### src/rtl/fetch_queue.sv
// -----------------------------------------------------------------------------
// fetch_queue -- instruction fetch stage sitting directly in front of decode.
//
// Owns the fetch PC and issues one word request per grant to instruction
// memory. Up to DEPTH requests can be in flight at once. Returned words are
// buffered in a DEPTH-entry FIFO and handed to decode as {instr, pc} over a
// valid/ready handshake. A redirect flushes the buffered words, discards every
// in-flight response and restarts fetch at the new PC.
//
// Optional feature macro: FETCH_BYPASS_EN
//   When defined, a response that arrives while the FIFO is empty (and nothing
//   is being dropped) is shown to decode in the same cycle. If decode takes it,
//   the word never enters the FIFO. When undefined, every output comes from
//   registers.
//
// Parameters:
//   XLEN       data/address width
//   DEPTH      FIFO entries and maximum outstanding requests (power of 2, >= 2)
//   RESET_ADR  PC after reset
//
// Ports:
//   clk             clock
//   reset_n         synchronous active-low reset
//   if_req_o        fetch request valid
//   if_adr_o        fetch address (the current PC)
//   if_gnt_i        memory accepted the request this cycle
//   if_rvalid_i     response valid (in order, at least 1 cycle after grant)
//   if_rdata_i      response instruction word
//   redirect_v_i    flush and restart fetch
//   redirect_adr_i  new PC
//   instr_v_o       instruction valid to decode
//   instr_o         instruction word
//   pc_o            PC of instr_o
//   dec_ready_i     decode consumes when instr_v_o & dec_ready_i
// -----------------------------------------------------------------------------
module fetch_queue #(
  parameter int unsigned          XLEN      = 32,
  parameter int unsigned          DEPTH     = 4,
  parameter logic [XLEN-1:0]      RESET_ADR = '0
) (
  input  logic            clk,
  input  logic            reset_n,
  output logic            if_req_o,
  output logic [XLEN-1:0] if_adr_o,
  input  logic            if_gnt_i,
  input  logic            if_rvalid_i,
  input  logic [XLEN-1:0] if_rdata_i,
  input  logic            redirect_v_i,
  input  logic [XLEN-1:0] redirect_adr_i,
  output logic            instr_v_o,
  output logic [XLEN-1:0] instr_o,
  output logic [XLEN-1:0] pc_o,
  input  logic            dec_ready_i
);

  localparam int unsigned AW = $clog2(DEPTH);
  localparam int unsigned CW = AW + 1;
  localparam logic [CW-1:0] DEPTH_C  = CW'(DEPTH);
  localparam logic [CW:0]   DEPTH_C1 = (CW + 1)'(DEPTH);

  // Architectural state
  logic [XLEN-1:0] pc_q, pc_d;
  logic [CW-1:0]   count_q, count_d;
  logic [CW-1:0]   outst_q, outst_d;
  logic [CW-1:0]   drop_q, drop_d;

  // Instruction FIFO pointers and the PC FIFO pointers (PC FIFO tracks the
  // address of every in-flight request so responses can be tagged).
  logic [AW-1:0]   wr_ptr_q, wr_ptr_d;
  logic [AW-1:0]   rd_ptr_q, rd_ptr_d;
  logic [AW-1:0]   pcw_ptr_q, pcw_ptr_d;
  logic [AW-1:0]   pcr_ptr_q, pcr_ptr_d;

  // Storage (no reset needed; occupancy is tracked by the counters)
  logic [XLEN-1:0] instr_mem_q [DEPTH];
  logic [XLEN-1:0] ipc_mem_q   [DEPTH];
  logic [XLEN-1:0] pcq_mem_q   [DEPTH];

  logic            grant;
  logic            fifo_v;
  logic            resp_keep;
  logic            push;
  logic            pop;
  logic            byp_take;
  logic [XLEN-1:0] resp_pc;
  logic [CW:0]     occupancy;

  // ---------------------------------------------------------------------------
  // Request side
  // ---------------------------------------------------------------------------
  // Slots already committed: buffered words plus in-flight responses that will
  // actually be kept (dropped ones never reach the FIFO).
  assign occupancy = {1'b0, count_q} + {1'b0, outst_q} - {1'b0, drop_q};

  assign if_req_o = reset_n & ~redirect_v_i & (outst_q < DEPTH_C) &
                    (occupancy < DEPTH_C1);
  assign if_adr_o = pc_q;
  assign grant    = if_req_o & if_gnt_i;

  // ---------------------------------------------------------------------------
  // Response side
  // ---------------------------------------------------------------------------
  assign resp_pc   = pcq_mem_q[pcr_ptr_q];
  assign resp_keep = if_rvalid_i & (drop_q == '0) & ~redirect_v_i;
  assign fifo_v    = (count_q != '0);
  assign pop       = fifo_v & dec_ready_i & ~redirect_v_i;
  assign push      = resp_keep & ~byp_take;

`ifdef FETCH_BYPASS_EN
  logic byp;
  // Empty FIFO and a keepable response: show it to decode immediately.
  assign byp       = reset_n & resp_keep & ~fifo_v;
  assign byp_take  = byp & dec_ready_i;
  assign instr_v_o = fifo_v | byp;
  assign instr_o   = fifo_v ? instr_mem_q[rd_ptr_q] : (byp ? if_rdata_i : '0);
  assign pc_o      = fifo_v ? ipc_mem_q[rd_ptr_q]   : (byp ? resp_pc    : '0);
`else
  assign byp_take  = 1'b0;
  assign instr_v_o = fifo_v;
  // Head is masked to zero when empty so the outputs read 0 after reset.
  assign instr_o   = fifo_v ? instr_mem_q[rd_ptr_q] : '0;
  assign pc_o      = fifo_v ? ipc_mem_q[rd_ptr_q]   : '0;
`endif

  // ---------------------------------------------------------------------------
  // Next-state logic
  // ---------------------------------------------------------------------------
  always_comb begin
    pc_d      = pc_q;
    count_d   = count_q;
    outst_d   = outst_q;
    drop_d    = drop_q;
    wr_ptr_d  = wr_ptr_q;
    rd_ptr_d  = rd_ptr_q;
    pcw_ptr_d = pcw_ptr_q;
    pcr_ptr_d = pcr_ptr_q;

    // The PC FIFO always advances on a response, kept or dropped, so it stays
    // aligned with the memory's in-order response stream.
    if (if_rvalid_i) begin
      pcr_ptr_d = pcr_ptr_q + AW'(1);
    end

    if (redirect_v_i) begin
      pc_d     = redirect_adr_i;
      count_d  = '0;
      wr_ptr_d = '0;
      rd_ptr_d = '0;
      // Everything still in flight after this cycle belongs to the old path.
      outst_d  = outst_q - CW'(if_rvalid_i);
      drop_d   = outst_q - CW'(if_rvalid_i);
    end else begin
      if (grant) begin
        pc_d      = pc_q + XLEN'(4);
        pcw_ptr_d = pcw_ptr_q + AW'(1);
      end
      outst_d = outst_q + CW'(grant) - CW'(if_rvalid_i);
      if (if_rvalid_i && (drop_q != '0)) begin
        drop_d = drop_q - CW'(1);
      end
      if (push) begin
        wr_ptr_d = wr_ptr_q + AW'(1);
      end
      if (pop) begin
        rd_ptr_d = rd_ptr_q + AW'(1);
      end
      count_d = count_q + CW'(push) - CW'(pop);
    end
  end

  // ---------------------------------------------------------------------------
  // State registers
  // ---------------------------------------------------------------------------
  always_ff @(posedge clk) begin
    if (!reset_n) begin
      pc_q      <= RESET_ADR;
      count_q   <= '0;
      outst_q   <= '0;
      drop_q    <= '0;
      wr_ptr_q  <= '0;
      rd_ptr_q  <= '0;
      pcw_ptr_q <= '0;
      pcr_ptr_q <= '0;
    end else begin
      pc_q      <= pc_d;
      count_q   <= count_d;
      outst_q   <= outst_d;
      drop_q    <= drop_d;
      wr_ptr_q  <= wr_ptr_d;
      rd_ptr_q  <= rd_ptr_d;
      pcw_ptr_q <= pcw_ptr_d;
      pcr_ptr_q <= pcr_ptr_d;
    end
  end

  always_ff @(posedge clk) begin
    if (push) begin
      instr_mem_q[wr_ptr_q] <= if_rdata_i;
      ipc_mem_q[wr_ptr_q]   <= resp_pc;
    end
    if (grant) begin
      pcq_mem_q[pcw_ptr_q] <= pc_q;
    end
  end

  // Request throttling guarantees the FIFO never overflows.
  always_ff @(posedge clk) begin
    if (reset_n) begin
      assert (!(push && (count_q == DEPTH_C) && !pop));
    end
  end

endmodule

### config.mk
export PLATFORM = sky130hd
export DESIGN_NAME = fetch_queue
export DESIGN_NICKNAME = d
export VERILOG_FILES = /design/src/rtl/fetch_queue.sv
export SDC_FILE = /design/constraint.sdc
export NUM_CORES = 1
export LEC_CHECK = 0
export CORE_ASPECT_RATIO = 0.5
export CORE_MARGIN = 5
export CORE_UTILIZATION = 55
export DETAILED_ROUTE_END_ITERATION = 10
export PLACE_DENSITY = 0.77
export SYNTH_ARGS = -nofsm -noshare
export SYNTH_HDL_FRONTEND = slang
export SYNTH_SLANG_ARGS = --single-unit
export TNS_END_PERCENT = 1
### constraint.sdc
create_clock -name clk -period 9.32 [get_ports clk]
set_clock_uncertainty 0.2 [all_clocks]
set_input_delay 1.864 -clock clk [delete_from_list [all_inputs] [get_ports clk]]
set_output_delay 1.864 -clock clk [all_outputs]
set_load 0.005 [all_outputs]
# After elaboration in Yosys (flattened, before gate mapping)
# Memories as Yosys holds them, arrays and structs flattened. A register that Yosys moved wholly into a read port is not among the register bits.
# Cells that the tools add are included.
[op_classes]
n_addsub = 13
n_mul = 0
n_div = 0
magnitude_cmp = 2
eq_ne = 0
shift = 0
mux = 17
bitwise_logic = 10
reduce_logical = 8
[op_table]
columns = ["cell", "n"]
rows = [
  ["$mux 32", 4],
  ["$add 32x3->32 const B", 1],
  ["$mux 2", 6],
  ["$mux 3", 3],
  ["$sub 3x1->3", 3],
  ["$add 2x1->2 const B", 4],
  ["$and 1x1->1", 8],
  ["$add 3x1->3", 2],
  ["$reduce_bool 3->1", 2],
  ["$add 3x3->4", 1],
  ["$lt 4x3->1 const B", 1],
  ["$mux 1", 4],
  ["$reduce_bool 2->1", 2],
  ["$sub 4x3->4", 1],
  ["$logic_not 3->1", 1],
  ["$lt 3x3->1 const B", 1],
  ["$sub 3x1->3 const B", 1],
  ["$not 1->1", 2],
  ["$reduce_and 2->1", 1],
  ["$reduce_or 2->1", 1],
  ["$logic_and 1x1->1", 1],
]
[word_totals]
register_bits = 49
latchBits = 0
mem_bits_rw = 384
rom_bits = 0
input_bits = 70
out_inout_bits = 98
elab_cells = 61
mem_count = 3
[memory_table]
columns = ["memory", "depth", "width", "rd", "rd_clocked_by_memory_dff", "wr", "line_no", "source"]
rows = [
  ["instr_mem_q", 4, 32, 1, 1, 1, "75", "logic [XLEN-1:0] instr_mem_q [DEPTH];"],
  ["ipc_mem_q", 4, 32, 1, 1, 1, "76", "logic [XLEN-1:0] ipc_mem_q [DEPTH];"],
  ["pcq_mem_q", 4, 32, 1, 1, 1, "77", "logic [XLEN-1:0] pcq_mem_q [DEPTH];"],
]

# Longest topological paths before layout
[depth]
word_depth = 8
depth_mapped = 19
mapped_depth_nobuf = 16

# Worst setup path after synthesis
# OpenSTA, ideal clock, no wires.
[synth_timing]
path_type = "input to register"
startpoint = "input port redirect_v_i"
endpoint = "memory instr_mem_q[0][0], enable pin"
arrival_time_ps = 4011
t_required_ps = 8691
path_slack_ps = 4680
cell_stages = 4
path_buffers = 2
cell_sequence = "clkbuf_1 > clkbuf_1 > nor2_1 > and2_1"
[synth_between]
elab_chain_cells = 4
[synth_lines]
columns = ["element", "line_no", "source"]
rows = [
  ["start, declared", "48", "input logic redirect_v_i,"],
  ["$not 1->1 (no source line)", "n/a", ""],
  ["$and 1x1->1", "104", "assign resp_keep = if_rvalid_i & (drop_q == '0) & ~redirect_v_i;"],
  ["$mux 1", "197", "if (push) begin"],
  ["$mux 1 (not written as such)", "198", "instr_mem_q[wr_ptr_q] <= if_rdata_i;"],
  ["end, declared", "75", ""],
]
# No other way between the ends.

# Final worst setup path
[layout_timing]
startpoint = "input port reset_n"
endpoint = "output port if_req_o"
[layout_between]
elab_chain_cells = 3
[layout_lines]
columns = ["element", "line_no", "source"]
rows = [
  ["start, declared", "42", "input logic reset_n,"],
  ["$and 1x1->1 (3 in a row)", "95", "assign if_req_o = reset_n & ~redirect_v_i & (outst_q < DEPTH_C) &"],
  ["end, declared", "43", "output logic if_req_o,"],
]
# No other way between the ends.

==> flow_summary.ini <==
[status]
status = finished, final reports clean

[synth]
synth_edf_count = 384
syn_area_um2 = 17500
avgSynthCellArea_um2 = 18.4
synthArstFlopShare_pct = 0
syn-num-nets = 1044
ys_ff_latch = 437
ys_types = 57
synth_warnings = 0
ys_seq_area_share_pct = 72.1
syn_inst = 950
ys_dominant_reg_cell = edfxtp_1

[final_layout]
layout_common_cells = edfxtp_1 (384), clkdlybuf4s50_1 (166), mux4_2 (96)
stdcell_area_um2 = 20900
areaGrowthSynthToFinish_pct = 19.7
final_cells = 1584
antennaDiodeCount = 0
final_common_cell = edfxtp_1
nets = 1217
drive_above_1_share_pct = 16.5

[place]
post_dp_cell_area_um2 = 19600
placed_cells = 1514
place_congestion = 0.812
dpl.hpwl_mm = 22.2
portBuffers = 167

[global_route]
global_route.usage.met2_pct = 36.0
grt_max_degree = 67
antenna_found_initial = 0
busiest_layer = met2
grt_usage_pct = 21.0
grt_util_met3_pct = 3.38
grt_pass1_vias = 9744
use_met1_pct = 28.3
grt-ovfl-total = 0
grt_pass1_wl_mm = 56.8

[cts]
cts.sinks = 437
clk_path_buf_depth = 3
cts_resized = 0
clockRootBuffer = clkbuf_16
cts_htree_levels = 2
cts_buffers = 39
holdBufCountCts = 0
clk_latency_ns = 0.54
clkTransAtPathRegs_ns = 0.07
cts_setup_buffers = 0
cts_tree = built

[worst_hold_path]
hold_class = flop to flop

[critical_path]
critPathMaxFanout = 27
cp-end-kind = output port
worstPathArrival_ns = 3.79
critPathRequiredTime_ns = 7.26
start_kind = input pin
critPathKind = input pin to output port

[die]
core.rowCount = 46
die_w_um = 262
fp.dieArea_um2 = 35600
io_pins = 168
die-height_um = 136
coreArea_um2 = 31500
start_util_pct = 55.5

[sta]
post-route-period-util_pct = 62.8
tns_ns = 0
min_period_ns = 5.85
finalHoldViolCount = 0
setup_viol = 0
slew_headroom_pct = 28.0
tightest_slew_ns = 1.08
maxSlewViolCount = 0
clock.fmax_mhz = 171
grt_setup_unrepaired = false

[power_and_ir_drop]
finalPower_mw = 4.23
leakage_nw = 6.74
powerDensity_nw_per_um2 = 202
vdd_ir_drop_max_uv = 115

[drt]
vias = 9398
viasPerCell = 5.93
drt-initial-drc-count = 728
drt_first_pass_iters = 5
drc = 0
drtAntennaViolNets = 0
routed_wirelength_mm = 36.9
wl_per_cell_um = 23.3

[flow_run]
drv_cap = 0
synth_stat cells, drive strengths merged (7+ instances only):
library cell / count / area share, %
edfxtp: 384 / 66
mux4: 96 / 12
and2: 76 / 2.7
dfxtp: 53 / 6.1
nand2: 45 / 0.97
clkbuf: 28 / 0.60
inv: 24 / 0.53
nor2: 24 / 0.52
buf: 21 / 0.76
ha: 20 / 1.4
and3: 16 / 0.57
nor3: 13 / 0.37
nand3: 12 / 0.37
o31a: 12 / 0.60
a32o: 10 / 0.57
a31oi: 9 / 0.32
xnor2: 8 / 0.40
nand4: 7 / 0.25
xor2: 7 / 0.35
layer usage:
metal | up-vias | wire [um]
met5 | - | 0
met4 | 0 | 1110
met2 | 353 | 18700
met1 | 4833 | 14900
li1 | 4137 | -
met3 | 75 | 2160
registers in the layout, indices dropped and copies added, names as in the netlist, named ones only:
name	cells
outst_q	3
drop_q	3
if_adr_o	32
pcw_ptr_q	2
pcr_ptr_q	2
count_q	3
wr_ptr_q	2
rd_ptr_q	2
ipc_mem_q	128
instr_mem_q	128
pcq_mem_q	128
worst paths after layout:
path | startpoint | endpoint | slack [ns] | cells past startpoint
max | reset_n | if_req_o | 3.47 | 6
min | pcw_ptr_q[0] | pcw_ptr_q[0] | 0.29 | 2
max reg2reg | count_q[1] | outst_q[2] | 4.78 | 17
min reg2reg | pcw_ptr_q[0] | pcw_ptr_q[0] | 0.29 | 2
per-stage QoR:
step	setup WS (ns)	utilization [%]	hold WS, ns
finish	3.47	66.4	0.295
floorplan	4.68	-	0.266
CTS	3.47	66.4	0.297
global placement	3.56	62.1	0.284
detailed placement	3.48	62.1	0.288
global route	3.42	66.4	0.349
final cells by class:
| type | instances | area (um2) |
|---|---|---|
| flip-flops and latches | 437 | 12600 |
| clock inverters | 24 | 302 |
| clock buffers | 46 | 1040 |
| fillers | 2063 | 10600 |
| inverters | 24 | 92.6 |
| repair buffers | 181 | 1770 |
| well taps | 432 | 541 |
| multi-input cells | 440 | 4550 |
critical path, cell delays in order:
cell and delay, ns:
clkdlybuf4s50_1 0.45, buf_4 0.29, nand2b_2 0.20, nor2_1 0.15, o2111a_1 0.28, clkdlybuf4s50_1 0.53
cells by family after synthesis:
group / synth area share (%)
compound gates: 3.42
xor+xnor: 0.752
fa+ha+maj: 1.89
buf+inv: 1.89
flops: 72.1
mux: 13.0
simple gates: 6.89
power breakdown:
part	internal [mW]	total (mW)	leakage, nW	switching (mW)
clock network	0.999	1.69	0.654	0.690
registers	2.19	2.23	3.93	0.0440
logic	0.154	0.303	2.16	0.149
No activity file was read; power rests on OpenSTA's default activity.
